==> src/rtl/dmem_arbiter.sv <==
// Data-memory arbiter: core load/store path vs. host loader port.
// Core wins by default; a starvation counter forces one host grant.
module dmem_arbiter #(
  parameter int AW         = 8,
  parameter int DW         = 8,
  parameter int STARVE_MAX = 3
) (
  input  logic          CLK,
  input  logic          reset,
  input  logic          halt,
  input  logic          core_req,
  input  logic          core_we,
  input  logic [AW-1:0] core_addr,
  input  logic [DW-1:0] core_wdata,
  output logic          core_gnt,
  output logic          core_rvalid,
  output logic [DW-1:0] core_rdata,
  input  logic          host_req,
  input  logic          host_we,
  input  logic [AW-1:0] host_addr,
  input  logic [DW-1:0] host_wdata,
  output logic          host_gnt,
  output logic          host_rvalid,
  output logic [DW-1:0] host_rdata,
  output logic [AW-1:0] mem_addr,
  output logic [DW-1:0] mem_wdata,
  output logic          mem_we,
  output logic          mem_re,
  input  logic [DW-1:0] mem_rdata,
  output logic          host_forced
);

  typedef enum logic {
    CORE_PRI   = 1'b0,
    HOST_FORCE = 1'b1
  } state_t;

  localparam logic [3:0] CntLast = 4'(STARVE_MAX - 1);

  state_t     r_state;
  state_t     w_state_nxt;
  logic [3:0] r_cnt;
  logic [3:0] w_cnt_nxt;

  logic w_creq;
  logic w_contest;
  logic w_core_gnt;
  logic w_host_gnt;

  assign w_creq    = core_req & ~halt;
  assign w_contest = w_creq & host_req;

  always_comb begin
    w_state_nxt = r_state;
    w_cnt_nxt   = r_cnt;
    w_core_gnt  = 1'b0;
    w_host_gnt  = 1'b0;
    unique case (r_state)
      CORE_PRI: begin
        w_core_gnt = w_creq;
        w_host_gnt = host_req & ~w_creq;
        if (w_contest) begin
          if (r_cnt == CntLast) begin
            w_state_nxt = HOST_FORCE;
            w_cnt_nxt   = 4'd0;
          end else begin
            w_cnt_nxt = r_cnt + 4'd1;
          end
        end else begin
          w_cnt_nxt = 4'd0;
        end
      end
      HOST_FORCE: begin
        w_host_gnt = host_req;
        w_core_gnt = w_creq & ~host_req;
        // one host transfer, or host withdrew: either way back to core
        w_state_nxt = CORE_PRI;
      end
      default: w_state_nxt = CORE_PRI;
    endcase
  end

  always_ff @(posedge CLK or negedge reset) begin
    if (!reset) begin
      r_state <= CORE_PRI;
      r_cnt   <= 4'd0;
    end else begin
      r_state <= w_state_nxt;
      r_cnt   <= w_cnt_nxt;
    end
  end

  always_comb begin
    mem_addr  = '0;
    mem_wdata = '0;
    mem_we    = 1'b0;
    mem_re    = 1'b0;
    unique case (1'b1)
      w_core_gnt: begin
        mem_addr  = core_addr;
        mem_wdata = core_wdata;
        mem_we    = core_we;
        mem_re    = ~core_we;
      end
      w_host_gnt: begin
        mem_addr  = host_addr;
        mem_wdata = host_wdata;
        mem_we    = host_we;
        mem_re    = ~host_we;
      end
      default: ;
    endcase
  end

  logic r_core_rvalid;
  logic r_host_rvalid;
  logic [DW-1:0] r_core_rdata;
  logic [DW-1:0] r_host_rdata;

  always_ff @(posedge CLK or negedge reset) begin
    if (!reset) begin
      r_core_rvalid <= 1'b0;
      r_host_rvalid <= 1'b0;
      r_core_rdata  <= '0;
      r_host_rdata  <= '0;
    end else begin
      r_core_rvalid <= w_core_gnt & ~core_we;
      r_host_rvalid <= w_host_gnt & ~host_we;
      if (w_core_gnt & ~core_we) r_core_rdata <= mem_rdata;
      if (w_host_gnt & ~host_we) r_host_rdata <= mem_rdata;
    end
  end

  assign core_gnt    = w_core_gnt;
  assign host_gnt    = w_host_gnt;
  assign core_rvalid = r_core_rvalid;
  assign core_rdata  = r_core_rdata;
  assign host_rvalid = r_host_rvalid;
  assign host_rdata  = r_host_rdata;
  assign host_forced = (r_state == HOST_FORCE);

endmodule

==> config.mk <==
export PLATFORM = sky130hd
export DESIGN_NAME = dmem_arbiter
export DESIGN_NICKNAME = d
export VERILOG_FILES = /design/src/rtl/dmem_arbiter.sv
export SDC_FILE = /design/constraint.sdc
export NUM_CORES = 1
export LEC_CHECK = 0
export CAP_MARGIN = 20
export CORE_MARGIN = 2
export CORE_UTILIZATION = 35
export CTS_CLUSTER_SIZE = 40
export DETAILED_ROUTE_END_ITERATION = 7
export GPL_TIMING_DRIVEN = 1
export PLACE_DENSITY_LB_ADDON = 0.2
export SLEW_MARGIN = 10
export SYNTH_ARGS = -nofsm -noshare
export SYNTH_HDL_FRONTEND = slang
export SYNTH_SLANG_ARGS = --single-unit
export TNS_END_PERCENT = 20
==> constraint.sdc <==
create_clock -name CLK -period 2.15 [get_ports CLK]
set_clock_uncertainty 0.2 [all_clocks]
set_input_delay 0.5375 -clock CLK [delete_from_list [all_inputs] [get_ports CLK]]
set_output_delay 0.5375 -clock CLK [all_outputs]
set_load 0.01 [all_outputs]
# Word level (Yosys, flattened, before mapping)
# Cells that the tools add are included.
# totals
input_bits	47
regBits	23
out_inout_bits	39
latch_bits	0
memories	0
ramBits	0
rom_bits	0
# classes
n_eq_ne	1
mul	0
n_lt_le_gt_ge	0
shift	0
n_div	0
add_sub_neg	1
n_mux	11
reduce_logical	0
bitwise_logic	12
# ops
cell	n
8-bit one-hot mux with 2 select lines	2
1-bit one-hot mux with 2 select lines	5
4-bit 2-to-1 mux	2
1-bit bitwise AND	6
1-bit NOT	6
4-bit by 1-bit adder with 4-bit output (second input constant)	1
4-bit by 2-bit == test with 1-bit output (second input constant)	1
1-bit 2-to-1 mux	2

# Depth between registers and ports, before layout
# Gate-level depths: netlist (run 1).
# logic_depth
depth_word	6
mapped_depth	5
depth_no_buf	5

# Worst setup path before layout (run 1)
# Ideal clock, no wire load.
# synth_path
path_type	input to output
start	input port halt
end	output port mem_re
cell_stages	5
slack_ns	-0.059
t_required_ns	1.412
arrival_ns	1.471
path_cell_list	nand2b_4 -> buf_6 -> o211a_1 -> buf_2 -> or2_2
# synth_via
elab_chain_len	6
# synth_rtl
item	line_no	source
start, declared	10	input logic halt,
1-bit NOT (*)	50	assign w_creq = core_req & ~halt;
1-bit bitwise AND (*)	50	
1-bit NOT	61	w_host_gnt = host_req & ~w_creq;
1-bit bitwise AND	61	
1-bit one-hot mux with 2 select lines	58	unique case (r_state)
1-bit one-hot mux with 2 select lines (*)	98	unique case (1'b1)
end, declared	28	output logic mem_re,
# Mark *: on every way between the ends. The rest lies on a longest branch, timed or not.

# Worst setup path after layout (run 1)
# layout_path
start	input port halt
end	output port mem_wdata[7]
# layout_via
elab_chain_len	6
# layout_rtl
item	line_no	source
1-bit NOT (*)	50	
1-bit bitwise AND (*)	50	
1-bit NOT	61	
1-bit bitwise AND	61	
1-bit one-hot mux with 2 select lines	58	
8-bit one-hot mux with 2 select lines (*)	98	
end, declared	26	output logic [DW-1:0] mem_wdata,
# Marked as above.

==> metrics.md, run 1 <==
| Metric | Value |
|---|---|
| Period utilization | `1.03` |
| Vias in the first global route | `around 1300` |
| Register area | `slightly below 600 µm²` |
| RD Place Congestion | `around 0.74` |
| Post-Layout Cell Count | `approximately 270` |
| VDD IR max | `approximately 0.36 mV` |
| Initial antenna violation count | `0` |
| Filler cell count | `274` |
| Die Y | `~65 µm` |
| Slew Viols, Final | `0` |
| Cell total after placement | `261` |
| Largest net degree at the start of global routing | `24` |
| Diodes inserted | `0` |
| Clock Tree Buf Depth | `2` |
| Area Overhead vs Synth | `83.5%` |
| Post-synthesis net count | `approximately 180` |
| Max-Cap Viols | `0` |
| DRT Pass-1 Iters | `4` |
| Final nets | `between 200 and 300` |
| Multi-input logic area | `approximately 620 µm²` |
| Hpwl dp | `about 2800 µm` |
| Post-DRT Antenna Nets | `0` |
| Ys async rst share | `1.00` |
| CORE AREA | `3420 µm²` |
| DRT Wirelength | `3990 µm` |
| R2R setup slack | `0.41 ns` |
| Highest Clock Rate | `approximately 450 MHz` |
| Startpoint types | `primary input` |
| Post-synth top area cell | `dfrtp_1` |
| Worst setup path start | `halt` |
| Static Leak | `approximately 1.1 nW` |
| First DRT Iteration DRCs | `79` |
| Via count | `between 1000 and 1500` |
| PortBufs | `85` |
| Post-synthesis cell area | `about 1300 µm²` |
| Top-count cell post-synth | `dfrtp_1` |
| EDFF count, synth | `0` |
| Synth area leaders | `dfrtp_1 (45%), mux2_2 (14%), o211ai_1 (10%)` |
| Sequential-to-total area share from yosys stat | `0.449` |
| Final hold viol count | `0` |
| Least-Margin Pin Slew | `0.281 ns` |
| Clock-pin slew on the worst setup and hold paths | `roughly 0.12 ns` |
| Syn avg cell area | `10.0 µm²` |
| Drt wl/cell | `between 10 and 15 µm` |
| Hold Path Origin | `host_rdata[6]$_DFFE_PN0P_` |
| Via-to-Cell Ratio | `between 4 and 5` |
| Synth warnings | `0` |
| CTS tree | `done` |
| Final core utilization | `0.689` |
| Share of cells above drive strength 1 | `0.332` |
| CP Class | `primary input to output pin` |
| Arr. time, crit path | `around 1.5 ns` |
| Worst min path class | `flop to flop` |
| Top_reg_cell synth | `dfrtp_1` |
| RSZ-0062 raised after global routing | `yes` |
| DP Area | `about 2200 µm²` |
| Slew margin rel. | `0.812` |
| Total GRT Usage | `0.187` |
| Aggregate global routing overflow | `0` |
| CTS sink cnt | `23` |
| FF+latch count, synth | `23` |
| Chip Width | `64.5 µm` |
| Min Tclk post-route | `approximately 2.2 ns` |
| Die ar. | `4160 µm²` |
| RR Startpoint | `host_forced$_DFF_PN0_` |
| PwrDens | `roughly 500 nW/µm²` |
| Fin area | `about 2400 µm²` |
| Distinct cells, synth | `27` |
| TritonCTS buffer count | `3` |
| Clock latency on the worst-skew pair | `~0.30 ns` |
| Syn Inst Count | `between 100 and 150` |
| # rows | `21` |
| Status | `finished with violations` |
| Io pins | `between 80 and 90` |
| Top-area cell type share of the netlist area | `0.449` |
| Crit. End Element | `output pin` |
| Failing checks | `negative setup slack` |
| Commonest cells post-synth | `dfrtp_1 (23), inv_1 (20), o21ai_0 (19)` |
| H-Tree Depth | `1` |
| Final setup fails | `17` |
| CP required | `between 1 and 1.5 ns` |
| Final worst slack | `-0.0631 ns` |
| Clock root buffer master | `clkbuf_4` |
| Initial Util | `0.375` |
| Worst Path Max Fanout | `8` |
| DRC viols | `0` |
| First-pass GRT wire length | `6160 µm` |
where the power goes:
group	total [W]	internal, W	switching [W]
sequential	0.000521	0.000490	0.0000312
combinational	0.000463	0.000293	0.000171
clock	0.000187	0.0000693	0.000118
registers in the layout, indices dropped and copies added, names as in the netlist:
register and flops:
host_rdata 8, host_forced 1, host_rvalid 1, r_cnt 4, core_rdata 8, core_rvalid 1
critical path, cell delays in order:
cell       delay, ns
buf_6           0.09
nand2b_4        0.15
buf_12          0.13
clkbuf_16       0.15
o211ai_1        0.17
o21ai_1         0.10
buf_2           0.15
cell type report:
cell class	instances	share of cell area
Timing Repair Buffer	103	0.423
Sequential cell	23	0.245
Multi-Input combinational cell	76	0.264
Inverter	20	0.0319
Tap cell	46	0.0245
Clock inverter	1	0.00213
Clock buffer	3	0.00957
through the flow:
step / power, W / setup WS (ns) / TNS [ns] / hold WS (ns)
finish: 0.00117 / -0.0631 / -0.568 / 0.319
global route: 0.00125 / -0.106 / -1.64 / 0.336
global placement: 0.000968 / -0.771 / -16.40 / 0.289
detailed placement: 0.000981 / -0.796 / -17.44 / 0.295
CTS: 0.00118 / -0.0600 / -0.491 / 0.324
floorplan: 0.000678 / 0.0142 / 0 / 0.0419
kinds of logic after synthesis:
logic type               synth area share
buffers and inverters              0.0936
AO/OA/AOI/OAI                       0.221
multiplexers                        0.148
flip-flops                          0.449
AND/OR/NAND/NOR                    0.0683
adder cells (fa/ha/maj)            0.0195
per-layer routing:
layer  track usage  vias up  part of all wire
met1         0.215      622              0.40
met3        0.0469        2             0.098
li1              -      642                 -
met2         0.344       65              0.50
met5             0        -                 0
met4        0.0479        0            0.0035
final timing paths:
path | to | cells after the start
worst min-delay path | host_rdata[6]$_DFFE_PN0P_ | 1
worst min register to register | host_rdata[6]$_DFFE_PN0P_ | 1
worst max register to register | core_rdata[6]$_DFFE_PN0P_ | 4
worst max-delay path | mem_wdata[7] | 7
max in group asynchronous | host_forced$_DFF_PN0_ | 2
min in group asynchronous | core_rdata[5]$_DFFE_PN0P_ | 2
cells in the final DEF, fill, tap and decap left out, types with 3 or more instances in the layout:
cell             count
clkdlybuf4s50_1     59
o21ai_2              6
clkbuf_4             3
nand2_1              4
mux2_2              16
buf_6                3
buf_12               3
o211ai_1            17
buf_2               19
inv_1               20
dfrtp_1             22
buf_4               11
dlygate4sd2_1        3
o21ai_1             11
timing repair:
item | CTS | global route
gates resized for setup | 129 | 4
cloned | 2 | 1
buffers inserted | 4 | 0
pin swaps | 4 | 2
hold buffers | 0 | 0
setup endpoints to repair | 21 | 19
No activity file was read; power rests on OpenSTA's default activity.
==> run 2: changes to the inputs <==
- ABC_CLOCK_PERIOD_IN_PS: default -> 2150
- CAP_MARGIN: 20 -> default
==> results of run 2 <==
The final DEF is identical to that of run 1; final timing and power are the same.
==> run 3: changes to the inputs <==
- ABC_CLOCK_PERIOD_IN_PS: 2150 -> 2650
- CORE_UTILIZATION: 35 -> 45
- DONT_BUFFER_PORTS: default -> 1
- clock period: 2.15 -> 2.65 ns (I/O delays scaled with it)
==> run 3 against run 2 <==
  * Combinational power fell by 75%
  * Largest cell class is now multi-input gates
  * Sequential power fell by 13%
  * Via count fell by 28%
  * The flow now finishes without violations
  * Count of clock-buffer cells in the layout did not move
  * Cell count fell by 41%
  * Largest power group unchanged
  * Critical path type is now flop to output pin
  * Sequential share of layout area rose by 18 points
  * Core utilization fell by 19 points
==> metrics.md, run 3 (same netlist as run 1, synthesis figures left out) <==
| Metric | Value |
|---|---|
| Die Y | `approximately 57 µm` |
| Area Overhead vs Synth | `5.66%` |
| Chip Width | `57.4 µm` |
| Crit. End Element | `output pin` |
| Register area | `roughly 580 µm²` |
| Slew margin rel. | `0.351` |
| CP required | `between 1.5 and 2 ns` |
| RSZ-0062 raised after global routing | `no` |
| Cell total after placement | `155` |
| DRT Pass-1 Iters | `2` |
| Final hold viol count | `0` |
| Final core utilization | `0.496` |
| Highest Clock Rate | `between 400 and 500 MHz` |
| CORE AREA | `2730 µm²` |
| Hold Path Origin | `mem_rdata[6]` |
| Worst path bufs/invs | `0` |
| CTS sink cnt | `23` |
| VDD IR max | `~0.55 mV` |
| Vias in the first global route | `~930` |
| Final nets | `about 180` |
| Die ar. | `~3300 µm²` |
| First-pass GRT wire length | `4100 µm` |
| Clk pwr share | `0.223` |
| Clock root buffer master | `clkbuf_4` |
| Largest net degree at the start of global routing | `24` |
| Post-DRT Antenna Nets | `0` |
| Arr. time, crit path | `roughly 1.6 ns` |
| Worst min path class | `primary input to flop` |
| Switching share of total power | `0.298` |
| Most frequent cells in the layout | `dfrtp_1 (22), inv_1 (20), o21ai_0 (19), o211ai_1 (17), mux2_2 (16)` |
| Post-CTS setup buffers | `0` |
| Clock latency on the worst-skew pair | `0.31 ns` |
| TritonCTS buffer count | `3` |
| Period utilization | `0.939` |
| Commonest non-fill, non-tap cell in the layout | `dfrtp_1` |
| Io pins | `86` |
| TNS Setup | `0 ns` |
| CTS tree | `done` |
| Initial antenna violation count | `0` |
| RR Startpoint | `host_forced$_DFF_PN0_` |
| Reg power frac | `0.618` |
| Slowest stage delay, CP | `roughly 0.54 ns` |
| Multi-input logic area | `between 500 and 600 µm²` |
| Sw Pwr | `0.000218 W` |
| Share of cells above drive strength 1 | `0.240` |
| Clock Tree Buf Depth | `2` |
| # rows | `19` |
| Clock-pin slew on the worst setup and hold paths | `roughly 0.13 ns` |
| Via count | `about 960` |
| Aggregate global routing overflow | `0` |
| Hpwl dp | `2030 µm` |
| Worst Path Max Fanout | `19` |
| Internal power | `between 0.0005 and 0.0006 W` |
| Slowest-stage cell, CP | `dfrtp_2` |
| Least-Margin Pin Slew | `~0.97 ns` |
| Pwr Total | `0.000732 W` |
| Max-Cap Viols | `0` |
| H-Tree Depth | `1` |
| R2R setup slack | `0.97 ns` |
| Worst setup path start | `host_forced$_DFF_PN0_` |
| CP Class | `flop to output pin` |
| Static Leak | `about 0.62 nW` |
| Drt wl/cell | `16.2 µm` |
| Post-Layout Cell Count | `160` |
| PwrDens | `540 nW/µm²` |
| Status | `completed` |
| Initial Util | `0.469` |
| Via-to-Cell Ratio | `~6` |
| Final setup fails | `0` |
| DRC viols | `0` |
| Logic pwr share | `0.159` |
| Startpoint types | `flop` |
| Min Tclk post-route | `about 2.5 ns` |
| Total GRT Usage | `0.162` |
| Cell breakdown of the critical path | `a21o_1 > o21ai_0` |
| RD Place Congestion | `0.725` |
| Slew Viols, Final | `0` |
| Diodes inserted | `0` |
| Filler cell count | `273` |
| PortBufs | `0` |
| DRT Wirelength | `roughly 2600 µm` |
| First DRT Iteration DRCs | `33` |
| Top Family by Delay on Critical Path | `compound AO/OA/AOI/OAI gates` |
-- run 3: final cells by class --
| class | count | share of cell area |
|---|---|---|
| clock buffers | 3 | 0.0166 |
| inverters | 20 | 0.0554 |
| multi-input cells | 76 | 0.433 |
| clock inverters | 1 | 0.00554 |
| repair buffers | 6 | 0.0351 |
| flip-flops and latches | 23 | 0.426 |
| well taps | 31 | 0.0286 |
-- run 3: metal layers --
layer / global-route usage / share of wire / routed length (µm) / vias to the layer above
met2: 0.286 / 0.50 / 1310 / 59
li1: - / - / - / 447
met4: 0.0731 / 0.019 / 50 / 0
met1: 0.176 / 0.37 / 957 / 452
met3: 0.0499 / 0.11 / 280 / 6
met5: 0 / 0 / 0 / -
-- run 3: path summary, 6_finish.rpt --
check	to	depth (start not counted)
max reg2reg	core_rdata[0]$_DFFE_PN0P_	3
min	core_rdata[6]$_DFFE_PN0P_	1
max	mem_addr[0]	2
max in group asynchronous	host_forced$_DFF_PN0_	1
min reg2reg	r_cnt[2]$_DFFE_PN0N_	1
min in group asynchronous	host_rdata[6]$_DFFE_PN0P_	1
-- run 3: timing repair --
action,in CTS,in global routing
gates resized for setup,1,0
endpoints found under the setup margin,1,0
endpoints found under the hold margin,23,0
hold buffers,1,0
-- run 3: stage by stage --
step / setup slack, ns / hold slack (ns) / instance area (µm²)
2_1_floorplan: 0.191 / 0.167 / 1280
3_3_place_gp: 0.296 / 0.167 / 1310
3_5_place_dp: 0.255 / 0.167 / 1310
4_1_cts: 0.139 / 0.280 / 1360
5_1_grt: 0.00664 / 0.255 / 1360
6_report: 0.162 / 0.284 / 1360
-- run 3: power by group through the flow --
stage	sequential, W	combinational (W)	clock [W]
after floorplan	0.000450	0.0000992	0
after global placement	0.000459	0.000107	0
after detailed placement	0.000461	0.000111	0
after CTS	0.000454	0.000119	0.000168
after global routing	0.000458	0.000130	0.000188
final	0.000452	0.000116	0.000163
